[src/rtl/ex_muldiv.sv]
// ex_muldiv: EX-stage multiply/divide unit with HI/LO (cpu_clk, reset, op_valid/func/dataA/dataB/mthi/mtlo/flush in; stall_req/busy/hi/lo/div_by_zero out)
module ex_muldiv (
  input  logic        cpu_clk,
  input  logic        reset,
  input  logic        op_valid,
  input  logic [5:0]  func,
  input  logic [31:0] dataA,
  input  logic [31:0] dataB,
  input  logic        mthi,
  input  logic        mtlo,
  input  logic        flush,
  output logic        stall_req,
  output logic        busy,
  output logic [31:0] hi,
  output logic [31:0] lo,
  output logic        div_by_zero
);
  typedef enum logic [1:0] {IDLE, DIV, FIX, DONE} state_t;
  state_t      state_q, state_d;
  logic [4:0]  count_q, count_d;
  logic [31:0] rem_q, rem_d, quo_q, quo_d, dvs_q, dvs_d, a_raw_q, a_raw_d;
  logic [31:0] hi_q, hi_d, lo_q, lo_d;
  logic        sign_a_q, sign_a_d, sign_b_q, sign_b_d, sgn_q, sgn_d;
  logic        div_by_zero_q, div_by_zero_d;
  logic        is_signed, is_mul, is_div, ge, dz;
  logic [63:0] ax, bx, prod;
  logic [31:0] sub, q_fix, r_fix;
  assign is_signed = ~func[0];
  assign is_mul    = op_valid && (func == 6'h18 || func == 6'h19);
  assign is_div    = op_valid && (func == 6'h1A || func == 6'h1B);
  assign ax        = {{32{is_signed & dataA[31]}}, dataA};
  assign bx        = {{32{is_signed & dataB[31]}}, dataB};
  assign prod      = ax * bx;
  assign ge        = {rem_q, quo_q[31]} >= {1'b0, dvs_q};
  assign sub       = {rem_q[30:0], quo_q[31]} - dvs_q;
  assign q_fix     = (sgn_q && (sign_a_q ^ sign_b_q)) ? -quo_q : quo_q;
  assign r_fix     = (sgn_q && sign_a_q) ? -rem_q : rem_q;
  assign dz        = dvs_q == 32'd0;
  assign stall_req = !reset && !flush &&
                     ((state_q == IDLE && is_div) || state_q == DIV || state_q == FIX);
  assign busy        = state_q == DIV || state_q == FIX;
  assign hi          = hi_q;
  assign lo          = lo_q;
  assign div_by_zero = div_by_zero_q;
  always_comb begin
    state_d       = state_q;
    count_d       = count_q;
    rem_d         = rem_q;
    quo_d         = quo_q;
    dvs_d         = dvs_q;
    a_raw_d       = a_raw_q;
    sign_a_d      = sign_a_q;
    sign_b_d      = sign_b_q;
    sgn_d         = sgn_q;
    hi_d          = hi_q;
    lo_d          = lo_q;
    div_by_zero_d = 1'b0;
    if (flush) begin
      state_d = IDLE;
    end else begin
      case (state_q)
        IDLE: begin
          hi_d = is_mul ? prod[63:32] : (mthi ? dataA : hi_q);
          lo_d = is_mul ? prod[31:0] : (mtlo ? dataA : lo_q);
          if (is_div) begin
            state_d  = DIV;
            count_d  = 5'd0;
            rem_d    = 32'd0;
            sgn_d    = is_signed;
            sign_a_d = is_signed & dataA[31];
            sign_b_d = is_signed & dataB[31];
            quo_d    = (is_signed & dataA[31]) ? -dataA : dataA;
            dvs_d    = (is_signed & dataB[31]) ? -dataB : dataB;
            a_raw_d  = dataA;
          end
        end
        DIV: begin
          // quo_q shifts the dividend out of its MSB while quotient bits enter at the LSB
          rem_d   = ge ? sub : {rem_q[30:0], quo_q[31]};
          quo_d   = {quo_q[30:0], ge};
          count_d = count_q + 5'd1;
          state_d = count_q == 5'd31 ? FIX : DIV;
        end
        FIX: begin
          lo_d          = dz ? 32'hFFFF_FFFF : q_fix;
          hi_d          = dz ? a_raw_q : r_fix;
          div_by_zero_d = dz;
          state_d       = DONE;
        end
        DONE: state_d = IDLE;
      endcase
    end
  end
  always_ff @(posedge cpu_clk or posedge reset) begin
    if (reset) begin
      state_q       <= IDLE;
      count_q       <= 5'd0;
      rem_q         <= 32'd0;
      quo_q         <= 32'd0;
      dvs_q         <= 32'd0;
      a_raw_q       <= 32'd0;
      sign_a_q      <= 1'b0;
      sign_b_q      <= 1'b0;
      sgn_q         <= 1'b0;
      hi_q          <= 32'd0;
      lo_q          <= 32'd0;
      div_by_zero_q <= 1'b0;
    end else begin
      state_q       <= state_d;
      count_q       <= count_d;
      rem_q         <= rem_d;
      quo_q         <= quo_d;
      dvs_q         <= dvs_d;
      a_raw_q       <= a_raw_d;
      sign_a_q      <= sign_a_d;
      sign_b_q      <= sign_b_d;
      sgn_q         <= sgn_d;
      hi_q          <= hi_d;
      lo_q          <= lo_d;
      div_by_zero_q <= div_by_zero_d;
    end
  end
endmodule

[config.mk]
export PLATFORM = sky130hd
export DESIGN_NAME = ex_muldiv
export DESIGN_NICKNAME = d
export VERILOG_FILES = /design/src/rtl/ex_muldiv.sv
export SDC_FILE = /design/constraint.sdc
export NUM_CORES = 2
export LEC_CHECK = 0
export CAP_MARGIN = 20
export CORE_ASPECT_RATIO = 1.1
export CORE_MARGIN = 2
export CORE_UTILIZATION = 25
export CTS_BUF_LIST = sky130_fd_sc_hd__clkbuf_8
export DETAILED_ROUTE_END_ITERATION = 12
export GPL_TIMING_DRIVEN = 0
export PLACE_DENSITY = 0.49
export SLEW_MARGIN = 25
export SYNTH_ARGS = -nofsm -noshare
export SYNTH_HDL_FRONTEND = slang
export SYNTH_SLANG_ARGS = --single-unit
[constraint.sdc]
create_clock -name cpu_clk -period 6.9 [get_ports cpu_clk]
set_input_delay 0.69 -clock cpu_clk [delete_from_list [all_inputs] [get_ports cpu_clk]]
set_output_delay 0.69 -clock cpu_clk [all_outputs]
set_load 0.03 [all_outputs]
# Word level (Yosys, flattened, before mapping)
# Index checks and enable logic that the tools add are counted.
# Widths: inputs -> output; s select.
# totals
reg_bits	203
inputBits	76
out_inout_bits	67
wordCells	84
# op_classes
n_addsub	6
mul	1
magnitude_cmp	1
n_eq_ne	12
mux	25
n_bitwise	5
reduce_logical	22
# op_table
op	count
$mux 32	13
$pmux 32 s2	4
$neg 32->32	4
$mul 33x33->64	1
$ge 33x32->1	1
$logic_not 32->1	1
$sub 32x32->32	1
$eq 6x5->1 const B	4
$reduce_and 3->1	4
$pmux 5 s2	1
$ne 3x3->1 const B	3
$pmux 2 s4	1
$logic_and 1x1->1	7
$mux 2	3
$add 5x1->5 const B	1
$eq 5x5->1 const B	1
$logic_or 1x1->1	5
$mux 5	1
$eq 2x2->1 const B	2
$reduce_bool 2->1	2
$and 1x1->1	2
$eq 2x1->1 const B	1
$logic_not 1->1	2
$logic_not 2->1	1
4 further kinds	6

# Longest topological paths before layout
# logic_depth
depth_word	7
depth_mapped	33
mapped_depth_nobuf	28

# Worst setup path before layout
# Ideal clock, no wire load.
# synth_path
kind	input -> register
start	in dataA[31]
end	reg hi_q[27], in the netlist hi[27]
setup_time_ns	0.141
t_arrival_ns	8.970
required_time_ns	6.759
path_slack_ns	-2.211
cell_stages	29
n_path_buf	4
cell_sequence	clkbuf_1 -> nor2b_1 -> clkbuf_1 -> clkbuf_1 -> clkbuf_1 -> nand2_1 -> inv_1 -> fa_1 -> fa_1 -> fa_1 -> fa_1 -> inv_1 -> fa_1 -> inv_1 -> fa_1 -> inv_1 -> fa_1 -> fa_1 -> inv_1 -> ha_1 -> nor2b_1 -> o21ai_0 -> nand2b_1 -> or4_1 -> nor4_1 -> o31ai_1 -> a31oi_1 -> xor2_1 -> a31oi_1
# synth_via
elab_chain_len	4
# synth_lines
element	line	rtl
from (decl)	7	input logic [31:0] dataA,
$and 1x1->1	31	assign ax = {{32{is_signed & dataA[31]}}, dataA};
$mul 33x33->64 *	33	assign prod = ax * bx;
$mux 32 *	63	hi_d = is_mul ? prod[63:32] : (mthi ? dataA : hi_q);
$pmux 32 s2 *	61	case (state_q)
to (signal assigned)	118	hi_q <= hi_d;
to (decl)	22	logic [31:0] hi_q, hi_d, lo_q, lo_d;
# Mark *: on every way between the ends. The rest lies on a longest branch, timed or not.
# A chain may end at the register's enable or synchronous reset.

# Worst setup path in the final report
# Same ends and word-level chain as after synthesis.

==> impl_metrics.py <==
metrics = {
    "outcome": {
        "status": "complete, but fails checks",
        "violations": "DRC, setup timing",
    },
    "drt": {
        "drt_iter0_markers": 3655,
        "vias_per_cell": 4.83,
        "drt_wl_total_mm": 232,
        "drc": 30,
        "dr.pass1.iters": 11,
        "wire_per_inst_um": 25.4,
        "dr_total_vias": 44299,
        "ant_nets": 0,
    },
    "layout": {
        "syn_to_final_growth_pct": 23.8,
        "fin_util_pct": 31.1,
        "layout.nets": 7839,
        "drive_gt1_share_pct": 15.2,
    },
    "setup_path": {
        "critPathRequiredTime_ns": 7.34,
        "crit_arrival_ns": 8.92,
        "cp-end-kind": "flop",
        "critPathSlowestCell": "fa_2",
        "crit_fanout": 5,
        "critPathKind": "in2reg",
        "cp-start-kind": "primary input",
        "max_stage_delay_ns": 0.71,
    },
    "synth": {
        "ys_types": 77,
        "synth_area_per_cell_um2": 8.63,
        "synth_enable_flop_cells": 0,
        "synth-seq-cells": 203,
        "synth_warnings": 0,
        "async_flop_share_pct": 100,
        "synth.cell_area_um2": 52000,
        "ys_seq_area_share_pct": 9.77,
        "syn-instance-count": 6024,
        "ys.flop_type": "dfrtp_1",
        "synth_nets": 7480,
    },
    "placement": {
        "portBuffers": 106,
        "place_congestion": 0.952,
        "dp_hpwl_mm": 186,
    },
    "clocking": {
        "cts_buffers": 40,
        "tritoncts": "yes",
        "hold_buffers": 0,
        "htreeDepth": 2,
        "cts_root_buf": "clkbuf_8",
        "cts.clk_slew.worst_paths_ns": 0.07,
        "cts.sinks": 203,
        "clk-insertion-delay-late_ns": 0.61,
        "clk_path_buf_depth": 3,
    },
    "global_route": {
        "antenna_found_initial": 21,
        "grt_max_degree": 83,
        "grt_use_total_pct": 21.8,
        "grt_pass1_vias": 46573,
        "grt_pass1_wl_mm": 333,
        "grt_remaining_overflow": 0,
    },
    "timing": {
        "finalSetupTns_ns": -37.42,
        "tightest_slew_ns": 1.17,
        "finalHoldViolCount": 0,
        "fmax_mhz": 118,
        "hold_ws_ns": 0.447,
        "min_period_ns": 8.48,
        "finClkSkew_ns": 0.0190,
        "final-setup-viol-count": 43,
        "rsz0062_at_grt": "yes",
        "setup_ws_ns": -1.58,
        "slew_viol_final": 0,
        "min_period_over_period_pct": 123,
        "relSlewSlack_pct": 21.9,
    },
    "flow_run": {
        "maxCapViolCount": 0,
    },
    "die": {
        "num_rows": 175,
        "die_y_um": 482,
        "num_io_pins": 143,
        "die_area_um2": 212000,
        "initial_core_util_pct": 25.1,
        "core_um2": 207000,
        "fp.dieW_um": 439,
    },
    "min_path": {
        "hold_class": "in2reg",
    },
}
-- flip-flops by register name, indices dropped and copies added (netlist names) --
name and count:
div_by_zero 1, count_q 5, sign_b_q 1, rem_q 32
lo 32, hi 32, sgn_q 1, state_q 2
sign_a_q 1, a_raw_q 32, quo_q 32, dvs_q 32
-- cell type report --
| type | count | area (um^2) |
|---|---|---|
| well taps | 2743 | 3430 |
| clock inverters | 15 | 125 |
| repair buffers | 337 | 3350 |
| clock buffers | 55 | 757 |
| fillers | 21880 | 142000 |
| diodes | 10 | 25.0 |
| inverters | 1190 | 4500 |
| flip-flops and latches | 203 | 5080 |
| plain buffers | 360 | 3940 |
| multi-input cells | 4251 | 43100 |
-- worst max-delay path: cells and delay by family --
| kind | cells | cell delay, ns |
|---|---|---|
| buf+inv | 13 | 1.65 |
| fa+ha+maj | 9 | 4.36 |
| compound gates | 6 | 0.93 |
| xor+xnor | 1 | 0.17 |
| simple gates | 5 | 1.04 |
-- cell usage in the layout (no fill, tap or decap), drive strengths merged, types with 11 or more instances in the layout --
cell type and instances:
o41ai 12, nor4 25, nand2b 27, nor2b 14
o22ai 26, clkbuf 330, ha 254, a21o 55
a211oi 16, o211ai 12, a21oi 231, a31oi 27
xor2 89, nand2 1067, nand4 23, dfrtp 203
or3 18, buf 343, nor2 175, o21bai 17
fa 1126, o21ai 297, xnor2 123, o31ai 25
nor3 45, and3 16, mux2i 29, clkdlybuf4s50 76
and2 362, nand3 29, inv 1191, a221oi 11
-- logic make-up (layout without fill, tap and decap cells) --
logic type                 Yosys count  in the layout  share of synthesized area (%)
AOI/OAI and AO/OA                  784            784                           8.90
xor gates and xnor gates           212            212                           3.57
buffers and inverters             1570           1957                           11.4
and+or+nand+nor                   1838           1838                           16.2
muxes                               37             37                          0.732
DFF                                203            203                           9.77
other                                0             10                              0
adders and majority gates         1380           1380                           49.5
-- cell usage after synthesis, drive strengths merged, types with 26 or more instances --
cell	number	area, um^2
o22ai	26	163
nor2	175	657
inv	1190	4470
xnor2	123	1080
a21o	55	413
xor2	89	780
buf	57	223
nand3	29	145
a21oi	231	1160
ha	254	3180
dfrtp	203	5080
clkbuf	323	1210
mux2i	29	290
nand2b	27	169
a31oi	27	169
fa	1126	22500
nor3	45	230
o21ai	297	1490
nand2	1067	4010
and2	362	2260
-- worst paths after layout --
kind                            slack (ns)   startpoint          end  depth (start not counted)
worst min-delay path                  0.45     dataB[1]     dvs_q[1]                          3
min in group asynchronous             0.54        reset    quo_q[18]                          2
worst min register to register        0.48  a_raw_q[31]  a_raw_q[31]                          2
worst max-delay path                 -1.58    dataA[31]       hi[27]                         34
max in group asynchronous             5.61        reset        hi[9]                          3
worst max register to register        2.81    rem_q[13]    rem_q[24]                         13
-- through the flow --
stage | cell area [um^2] | instances | setup WS (ns)
final | 64300 | 9164 | -1.58
after global placement | 58300 | 8873 | -4.43
after floorplan | 53800 | 6024 | -1.37
after detailed placement | 58300 | 8875 | -4.51
after CTS | 63000 | 9083 | -1.56
after global routing | 64300 | 9155 | -1.72
-- layer usage --
metal / up-vias / global-route usage, % / share of wire (%)
li1: 18940 / - / -
met2: 1734 / 35.2 / 46
met5: - / 0 / 0.016
met1: 23153 / 27.5 / 40
met3: 466 / 3.82 / 7.4
met4: 6 / 12.6 / 6.9
-- timing repair --
action	4_1_cts	5_1_grt
pin swaps	139	159
setup endpoints to repair	54	50
buffers inserted	136	85
cloned	8	2
gates resized for setup	687	283
Power is left out: the tool's default activity adds up to more than one toggle a clock period on the data nets, which glitch-free logic cannot reach.
